## config.mk

```make
export PLATFORM = sky130hd
export DESIGN_NAME = attack_manager
export DESIGN_NICKNAME = d
export VERILOG_FILES = /design/src/rtl/attack_manager.sv
export SDC_FILE = /design/constraint.sdc
export NUM_CORES = 1
export LEC_CHECK = 0
export CORE_AREA = 2 2 91 93
export DETAILED_ROUTE_END_ITERATION = 16
export DIE_AREA = 0 0 93 95
export PLACE_DENSITY = 0.82
export RECOVER_POWER = 25
export SYNTH_ARGS = -nofsm -noshare
export SYNTH_HDL_FRONTEND = slang
export SYNTH_SLANG_ARGS = --single-unit
```

## constraint.sdc

```tcl
create_clock -name clk -period 9.1 [get_ports clk]
set_clock_uncertainty 0.1 [all_clocks]
set_input_delay 0.91 -clock clk [delete_from_list [all_inputs] [get_ports clk]]
set_output_delay 0.91 -clock clk [all_outputs]
set_load 0.02 [all_outputs]
```

## src/rtl/attack_manager.sv

```systemverilog
// attack_manager
//   Scores each piece lock (lines, T-spin, combo, back-to-back), cancels the
//   resulting attack against pending incoming garbage, offers any remainder
//   to the versus link and releases pending garbage to the playfield after a
//   lock that clears no lines. It also keeps the per-game display counters.
//
// Ports
//   clk, rst_l            clock, asynchronous active-low reset
//   game_start            synchronous clear of all state (highest priority)
//   lock, tspin           one-cycle lock pulse, T-spin qualifier
//   lines_full[ROWS]      per-row full flags, sampled with lock
//   garbage_in_valid/count  incoming opponent garbage, accepted any cycle
//   send_valid/ready/count  outgoing attack handshake
//   garbage_apply/_count  one-cycle pulse of rows for the playfield to insert
//   pending_garbage       rows queued against this player
//   lines_cleared/sent    game totals (wrap)
//   combo_count, b2b_active  scoring state for display
//   busy, lock_overrun    FSM not idle; sticky dropped-lock flag
//   dbg_state             current FSM state
//
// Handshake: send_valid is raised with send_count and both hold steady until
// a cycle where send_valid && send_ready; that cycle is the transfer, and
// send_valid drops on the following edge.
module attack_manager #(
  parameter int ROWS      = 20,
  parameter int CNT_W     = 10,
  parameter int COMBO_W   = 5,
  parameter int PEND_W    = 5,
  parameter int APPLY_MAX = 4,
  parameter int B2B_BONUS = 1
) (
  input  logic               clk,
  input  logic               rst_l,
  input  logic               game_start,
  input  logic               lock,
  input  logic               tspin,
  input  logic               lines_full [ROWS],
  input  logic               garbage_in_valid,
  input  logic [PEND_W-1:0]  garbage_in_count,
  output logic               send_valid,
  input  logic               send_ready,
  output logic [4:0]         send_count,
  output logic               garbage_apply,
  output logic [2:0]         garbage_apply_count,
  output logic [PEND_W-1:0]  pending_garbage,
  output logic [CNT_W-1:0]   lines_cleared,
  output logic [CNT_W-1:0]   lines_sent,
  output logic [COMBO_W-1:0] combo_count,
  output logic               b2b_active,
  output logic               busy,
  output logic               lock_overrun,
  output logic [2:0]         dbg_state
);

  localparam int N_W = $clog2(ROWS + 1);

  typedef enum logic [2:0] {
    S_IDLE, S_EVAL, S_CANCEL, S_SEND, S_APPLY
  } state_t;

  state_t             r_state;
  logic [N_W-1:0]     r_n;
  logic               r_tspin;
  logic [4:0]         r_attack;
  logic               r_prev_clear;
  logic [COMBO_W-1:0] r_combo;
  logic               r_b2b;
  logic [PEND_W-1:0]  r_pending;
  logic [CNT_W-1:0]   r_lines_cleared;
  logic [CNT_W-1:0]   r_lines_sent;
  logic               r_send_valid;
  logic [4:0]         r_send_count;
  logic               r_apply;
  logic [2:0]         r_apply_cnt;
  logic               r_overrun;

  logic [N_W-1:0]     w_popcnt;
  logic [4:0]         w_base;
  logic               w_difficult;
  logic [COMBO_W-1:0] w_combo_new;
  logic [31:0]        w_combo32;
  logic [4:0]         w_cbonus;
  logic [4:0]         w_b2b_bonus;
  logic [4:0]         w_attack;
  logic [PEND_W-1:0]  w_cancel;
  logic [4:0]         w_remainder;
  logic [2:0]         w_apply_cnt;
  logic [PEND_W-1:0]  w_sub;
  logic [PEND_W-1:0]  w_after_sub;
  logic [PEND_W-1:0]  w_gin;
  logic [PEND_W:0]    w_sum;
  logic [PEND_W-1:0]  w_pend_next;

  always_comb begin
    w_popcnt = '0;
    for (int i = 0; i < ROWS; i++) w_popcnt = w_popcnt + N_W'(lines_full[i]);
  end

  always_comb begin
    w_base = 5'd0;
    if (r_tspin) begin
      case (r_n)
        N_W'(0): w_base = 5'd0;
        N_W'(1): w_base = 5'd2;
        N_W'(2): w_base = 5'd4;
        default: w_base = 5'd6;
      endcase
    end else begin
      case (r_n)
        N_W'(0), N_W'(1): w_base = 5'd0;
        N_W'(2):          w_base = 5'd1;
        N_W'(3):          w_base = 5'd2;
        default:          w_base = 5'd4;
      endcase
    end
  end

  assign w_difficult = (r_n == N_W'(4)) || (r_tspin && (r_n != '0));

  // Combo only advances when the previous accepted lock also cleared lines.
  assign w_combo_new = r_prev_clear ? ((r_combo == '1) ? r_combo : r_combo + 1'b1) : '0;
  assign w_combo32   = 32'(w_combo_new);

  always_comb begin
    w_cbonus = 5'd0;
    if      (w_combo32 >= 32'd10) w_cbonus = 5'd5;
    else if (w_combo32 >= 32'd7)  w_cbonus = 5'd4;
    else if (w_combo32 >= 32'd5)  w_cbonus = 5'd3;
    else if (w_combo32 >= 32'd3)  w_cbonus = 5'd2;
    else if (w_combo32 >= 32'd1)  w_cbonus = 5'd1;
  end

  assign w_b2b_bonus = (w_difficult && r_b2b) ? 5'(B2B_BONUS) : 5'd0;
  assign w_attack    = w_base + w_cbonus + w_b2b_bonus;

  assign w_cancel    = (32'(r_attack) > 32'(r_pending)) ? r_pending : PEND_W'(r_attack);
  assign w_remainder = r_attack - 5'(w_cancel);
  assign w_apply_cnt = (32'(r_pending) > 32'(APPLY_MAX)) ? 3'(APPLY_MAX) : 3'(r_pending);

  // Removals never exceed the registered count, so subtract first, then add
  // the incoming rows with saturation.
  always_comb begin
    w_sub = '0;
    if (r_state == S_CANCEL)     w_sub = w_cancel;
    else if (r_state == S_APPLY) w_sub = PEND_W'(r_apply_cnt);
  end
  assign w_after_sub = r_pending - w_sub;
  assign w_gin       = garbage_in_valid ? garbage_in_count : '0;
  assign w_sum       = {1'b0, w_after_sub} + {1'b0, w_gin};
  assign w_pend_next = w_sum[PEND_W] ? '1 : w_sum[PEND_W-1:0];

  always_ff @(posedge clk or negedge rst_l) begin
    if (!rst_l) begin
      r_state <= S_IDLE;         r_n <= '0;             r_tspin <= 1'b0;
      r_attack <= '0;            r_prev_clear <= 1'b0;  r_combo <= '0;
      r_b2b <= 1'b0;             r_pending <= '0;       r_lines_cleared <= '0;
      r_lines_sent <= '0;        r_send_valid <= 1'b0;  r_send_count <= '0;
      r_apply <= 1'b0;           r_apply_cnt <= '0;     r_overrun <= 1'b0;
    end else if (game_start) begin
      r_state <= S_IDLE;         r_n <= '0;             r_tspin <= 1'b0;
      r_attack <= '0;            r_prev_clear <= 1'b0;  r_combo <= '0;
      r_b2b <= 1'b0;             r_pending <= '0;       r_lines_cleared <= '0;
      r_lines_sent <= '0;        r_send_valid <= 1'b0;  r_send_count <= '0;
      r_apply <= 1'b0;           r_apply_cnt <= '0;     r_overrun <= 1'b0;
    end else begin
      r_pending <= w_pend_next;
      r_apply   <= 1'b0;
      if (lock && (r_state != S_IDLE)) r_overrun <= 1'b1;
      case (r_state)
        S_IDLE: begin
          if (lock) begin
            r_n     <= w_popcnt;
            r_tspin <= tspin;
            r_state <= S_EVAL;
          end
        end
        S_EVAL: begin
          if (r_n != '0) begin
            r_lines_cleared <= r_lines_cleared + CNT_W'(r_n);
            r_combo         <= w_combo_new;
            r_b2b           <= w_difficult;
            r_attack        <= w_attack;
            r_prev_clear    <= 1'b1;
            r_state         <= S_CANCEL;
          end else begin
            r_combo      <= '0;
            r_prev_clear <= 1'b0;
            if (r_pending != '0) begin
              r_apply     <= 1'b1;
              r_apply_cnt <= w_apply_cnt;
              r_state     <= S_APPLY;
            end else begin
              r_state <= S_IDLE;
            end
          end
        end
        S_CANCEL: begin
          if (w_remainder != '0) begin
            r_send_valid <= 1'b1;
            r_send_count <= w_remainder;
            r_state      <= S_SEND;
          end else begin
            r_state <= S_IDLE;
          end
        end
        S_SEND: begin
          if (send_ready) begin
            r_lines_sent <= r_lines_sent + CNT_W'(r_send_count);
            r_send_valid <= 1'b0;
            r_send_count <= '0;
            r_state      <= S_IDLE;
          end
        end
        S_APPLY: begin
          r_apply_cnt <= '0;
          r_state     <= S_IDLE;
        end
        default: r_state <= S_IDLE;
      endcase
    end
  end

  assign send_valid          = r_send_valid;
  assign send_count          = r_send_count;
  assign garbage_apply       = r_apply;
  assign garbage_apply_count = r_apply_cnt;
  assign pending_garbage     = r_pending;
  assign lines_cleared       = r_lines_cleared;
  assign lines_sent          = r_lines_sent;
  assign combo_count         = r_combo;
  assign b2b_active          = r_b2b;
  assign busy                = (r_state != S_IDLE);
  assign lock_overrun        = r_overrun;
  assign dbg_state           = r_state;

endmodule

```

---- Word level (Yosys, flattened, before mapping) ----
Index checks and enable logic that the tools add are counted.
operators by class
  $mul .................................... 0
  bitwise operators ....................... 0
  shift operators ......................... 0
  reduce and logical (&&, ||, !) cells .... 26
  div/mod/pow operators ................... 0
  order comparisons ....................... 7
  $add $sub $neg .......................... 27
  multiplexer cells ....................... 67
  eq/ne operators ......................... 14
operators with widths
  cell                                                                                 number
  5-bit two-way mux                                                                    20
  5-bit by 1-bit adder with 5-bit output                                               16
  10-bit two-way mux                                                                   6
  3-bit two-way mux                                                                    12
  10-bit by 5-bit adder with 10-bit output                                             2
  1-bit two-way mux                                                                    20
  3-bit case mux with 3 select lines                                                   2
  5-bit nonzero test                                                                   3
  2-bit nonzero test                                                                   7
  3-bit != test, second input constant                                                 4
  3-bit case mux with 4 select lines                                                   1
  5-bit by 2-bit == test with 1-bit output, second input constant                      2
  5-bit by 3-bit greater-or-equal comparator with 1-bit output, second input constant  2
  5-bit case mux with 2 select lines                                                   1
  5-bit subtractor                                                                     2
  3-bit nonzero test                                                                   3
  2-bit AND reduction                                                                  4
  5-bit by 5-bit adder with 6-bit output                                               1
  3-bit by 2-bit == test with 1-bit output, second input constant                      2
  2-bit two-way mux                                                                    3
  3-bit case mux with 2 select lines                                                   1
  3-bit AND reduction                                                                  2
  4-bit by 1-bit adder with 5-bit output                                               1
  5-bit by 1-bit adder with 5-bit output, second input constant                        1
  21 further kinds                                                                     23
storage, ports and cells
  input bits .............................. 32
  output and inout bits ................... 46
  latch bits .............................. 0
  memories ................................ 0
  bits in writable memories ............... 0
  word-level logic and storage cells ...... 156
  bits in read-only memories .............. 0
  bits in registers ....................... 57

---- Logic depth before layout (Yosys ltp) ----
  depth in word-level cells ............... 22
  depth in mapped cells ................... 18
  mapped depth without buffers ............ 18

---- Worst setup path after synthesis ----
No wires, ideal clock.
  kind .................................... input to register
  start ................................... input lines_full[0] (netlist name)
  end ..................................... register r_n[4]
  arrival time ............................ 4.369 ns
  path buffers ............................ 0
  cell stages on the path ................. 13
  slack ................................... 4.499 ns
  data required time ...................... 8.868 ns
  path through ............................ fa_1 inv_1 fa_1 fa_1 fa_1 fa_1 inv_1 ha_1 fa_1 a21oi_1 o21ai_0 o22ai_1 nor2_1
on the way
  cells in the longest elaborated chain, start to end .. 4
RTL lines
  element                                 RTL line  source
  start, declared                         37        input logic lines_full [ROWS],
  5-bit by 1-bit adder with 5-bit output  96        for (int i = 0; i < ROWS; i++) w_popcnt = w_popcnt + N_W'(lines_full[i]);
  5-bit two-way mux                       171       if (lock) begin
  5-bit two-way mux                       169       case (r_state)
  5-bit two-way mux                       159       end else if (game_start) begin
  end signal, assigned                    172       r_n <= w_popcnt;
  end, declared                           62        logic [N_W-1:0] r_n;
Every way passes these cells. The select of a mux whose other input is x is not followed.
A chain may end at the register's enable or synchronous reset.

---- Worst setup path in the final report ----
Ends and elaborated chain as after synthesis.

==> metrics list <==
- Measured in cells, the most critical reg-to-reg path has a length of 16.
- The number of antenna violations at the first check in global routing was 0.
- Final non-filler cell area: 5172 um2
* Mux share of post-synthesis cell area: 1.700%
- 1st-pass router iterations: 4
* Share of synthesized cell area in and, or, nand and nor gates: 15.66%
* Dominant cell type by area after synthesis: dfrtp_1
* Portion of the post-synthesis area used by sequential elements: 33.41%
- For met2 alone, demand over resource in global routing was 40.70%.
- Tracing the worst setup path back leads to its startpoint at lines_full[0].
* Mapped Nets: 541
* Antenna-violating nets left: 0
* Synth cell types: 57
* Final Wtd Congestion: 0.8751
- Layer carrying the most global-route usage: met2
* Synthesized netlist cell count: 451
- Entering global routing, the biggest net connects 57 pins.
* DRC violations left: 0
- Final layout net count: 615
- Power Dens Cells: 253.8 nW/um2
* Total chip power: 0.001313 W
* Met3 GRT Util: 3.192%
- After synthesis, the cell types taking the most area are dfrtp_1, ha_1, fa_1.
* Post-synthesis share of cell area spent on xor and xnor gates: 4.803%
- Max Cap Viol: 1
- The layout has 671 filler cells.
- EDFF count, synth: 0
- Number of gates resized after cts: 0
- Detailed routing inserted a total of 3610 vias.
- Setup repair after global routing missed its margin: no
* Share of layout cells above drive strength 1: 3.042%
- The final hold violation count came to 0.
- Slew at the pin with the worst max-slew slack: 3.059 ns
- The detailed router finished its first iteration with 111 violations.
- Number of cells in the design after placement: 623
- Failing checks: max-capacitance violations, max-slew violations
* Area delta synth->final: 23.33%
* Max_slew headroom: -103.9%
- The number of clock buffers added by TritonCTS is 5.
- The average instance in the mapped netlist occupies 9.299 um2.
- Routed len/inst: 15.14 um
- Req. time, crit path: 9.19 ns
* Cell Rows: 33
* Vias in the first global route: 3649
- In this run the worst setup path terminates at r_n[4].
- For the worst-skew pair, the clock arrives at the later sink with an insertion delay of 0.32 ns.
- Classification of the worst setup path: primary input to register
- After Yosys synthesis, full adders, half adders and majority gates account for 21.06% of the synthesized area.
- Die boundary height: 95 um
* Kind of capture point of the worst setup path: register
- Area of the core: 7928 um2
- In this run the clock root is driven by a clkbuf_8.
- The initial utilization of the core area, before any placement, comes to 52.90%.
* Flop2flop setup slack: 4.70 ns
- The cell area that synthesis handed to floorplanning was 4194 um2.
- In this run the worst path has a maximum fanout of 2.
- After synthesis the netlist holds a flip-flop and latch count of 56.
* Final period util: 53.90%
* Hpwl dp: 7297 um
- Clock tree synthesis found a total of 56 sinks.
- Proportion of netlist area held by the largest area contributor: 33.41%
- Data arrives at the worst endpoint at 5.00 ns.
- Global routing used 28.74% of the available met1 tracks.
- End of the worst register-to-register path: pending_garbage[0]
- The count of buffers added on input and output ports is 77.
* Reg2Reg Launch Point: pending_garbage[1]
* Wire length of the first global-routing pass: 16320 um
* Worst vdd ir: 0.1188 mV
* Critical path launch point type: primary input
- TritonCTS built the clock tree.
* Vias per cell: 5.721
* Most common flop cell mapped by yosys: dfrtp_1
* Setup violators final: 0
- Static leakage: 2.356 nW
- Max clock buf depth: 2
- Post-Route Setup TNS: 0 ns
- Buffers inserted during post-CTS setup optimization: 0
* Placed inst area: 5055 um2
* Share of the synthesized area in compound gates (AO/OA/AOI/OAI): 18.29%
* Pins Over Slew Limit: 57
- 78 I/O pins were placed.
- After clock tree synthesis, the flow added hold-fix buffers numbering 0.
- The routed design could run at a clock period as short as 4.905 ns.
* Hold_ws: 0.4258 ns
- Width of the chip: 93 um
- Antenna diode count: 0
- Leaving out filler cells and counting taps, the final layout contains 631.
- The routed design has 9553 um of wire.
- The run finished, with violations left.
- The die covers 8835 um2.
- Of all flip-flops after synthesis, the portion carrying an async set or reset was 100.0%.
- Global-route usage over all layers: 23.01%
- Clock-pin transition on the worst setup and hold timing paths: 0.10 ns
* Remaining global-route overflow: 0
* Combinational family with the most area after synthesis: adder cells
- Worst hold path cell count: 2
- Total number of H-tree levels: 2
* Classification of the worst-slack hold path: register to register
* Maximum achievable frequency: 203.9 MHz
* Warnings from Yosys: 0
## metrics by stage
stage | utilization (%) | worst slack (ns)
after floorplan | - | 4.499
after global placement | 63.76 | 3.969
after detailed placement | 63.76 | 3.816
after CTS | 65.29 | 4.177
after global routing | 65.25 | 4.010
final | 65.25 | 4.195
## state kept, by name, indices dropped and copies added (netlist names)
name                 flops
b2b_active               1
combo_count              5
dbg_state                3
garbage_apply            1
garbage_apply_count      3
lines_cleared           10
lines_sent              10
lock_overrun             1
pending_garbage          5
r_attack                 4
r_n                      5
r_prev_clear             1
r_tspin                  1
send_count               5
send_valid               1
## power breakdown
| part | total, W | internal [W] | switching, W | leakage (nW) |
|---|---|---|---|---|
| clock network | 0.000176 | 0.0000902 | 0.0000856 | 0.0614 |
| registers | 0.000356 | 0.000290 | 0.0000656 | 0.769 |
| logic | 0.000781 | 0.000344 | 0.000437 | 1.53 |
## cell usage after synthesis (all sizes together) (2+ instances only)
| library cell | count |
|---|---|
| a2bb2oi | 2 |
| nand2 | 42 |
| fa | 21 |
| nor4 | 2 |
| nand2b | 6 |
| o21bai | 2 |
| clkbuf | 8 |
| nand3 | 6 |
| ha | 37 |
| o211ai | 6 |
| and3 | 2 |
| o31ai | 2 |
| nor3 | 10 |
| nor2 | 39 |
| xor2 | 10 |
| nand4 | 3 |
| and4b | 3 |
| nor3b | 3 |
| a31oi | 3 |
| o21ai | 20 |
| a22o | 3 |
| and2 | 7 |
| nor2b | 7 |
| o221ai | 2 |
| buf | 4 |
| o21a | 2 |
| dfrtp | 56 |
| a32o | 4 |
| a21o | 9 |
| mux2i | 6 |
| inv | 43 |
| a21oi | 36 |
| a211oi | 14 |
| xnor2 | 13 |
## final cells by class
cell class | count | area, um2 | area share (%)
multi-input combinational | 340 | 2580 | 49.88
sequential | 56 | 1401 | 27.09
timing repair buffer | 79 | 777.0 | 15.02
inverter | 43 | 161.4 | 3.120
tap | 105 | 131.4 | 2.540
clock buffer | 6 | 82.58 | 1.597
clock inverter | 2 | 38.79 | 0.7499
## worst max-delay path, stage by stage
cell and delay [ns]:
clkdlybuf4s50_1 0.44, fa_1 0.55, inv_1 0.05, fa_1 0.48, fa_1 0.55, fa_1 0.43, fa_1 0.50, inv_1 0.04
ha_1 0.19, fa_1 0.41, a21oi_1 0.14, o21ai_0 0.09, o22ai_1 0.16, nor2_1 0.05
## routing by layer
layer	up-vias	wire (um)
met4	0	178
met1	1753	4040
met3	16	456
met5	-	0
li1	1723	-
met2	118	4877
## placed cells by master (no fill, tap or decap), types with 7 or more instances in the layout
cell type        synthesis  final
a211oi_1                14     14
a21o_1                   9      9
a21oi_1                 35     35
clkdlybuf4s50_1          0     76
dfrtp_1                 56     56
fa_1                    21     21
ha_1                    37     37
inv_1                   43     43
nand2_1                 42     42
nor2_1                  39     39
nor2b_1                  7      7
nor3_1                  10     10
o21ai_0                 18     18
xnor2_1                 13     13
xor2_1                  10     10
## how the worst min path moves through the flow
stage	startpoint	endpoint	slack, ns
final	garbage_apply_count[2]	garbage_apply_count[2]	0.43
after global routing	lines_sent[2]	lines_sent[2]	0.47
after CTS	garbage_apply_count[2]	garbage_apply_count[2]	0.42
after detailed placement	garbage_apply_count[2]	garbage_apply_count[2]	0.40
after global placement	lines_sent[0]	lines_sent[0]	0.39
after floorplan	r_attack[0]	r_attack[0]	0.38
## cells by family after synthesis
kind of cell / after synthesis
and+or+nand+nor: 136
AOI/OAI and AO/OA: 116
adders and majority gates: 58
buffers and inverters: 55
DFF: 56
xor gates and xnor gates: 23
muxes: 7
(Power assumes the default switching activity.)
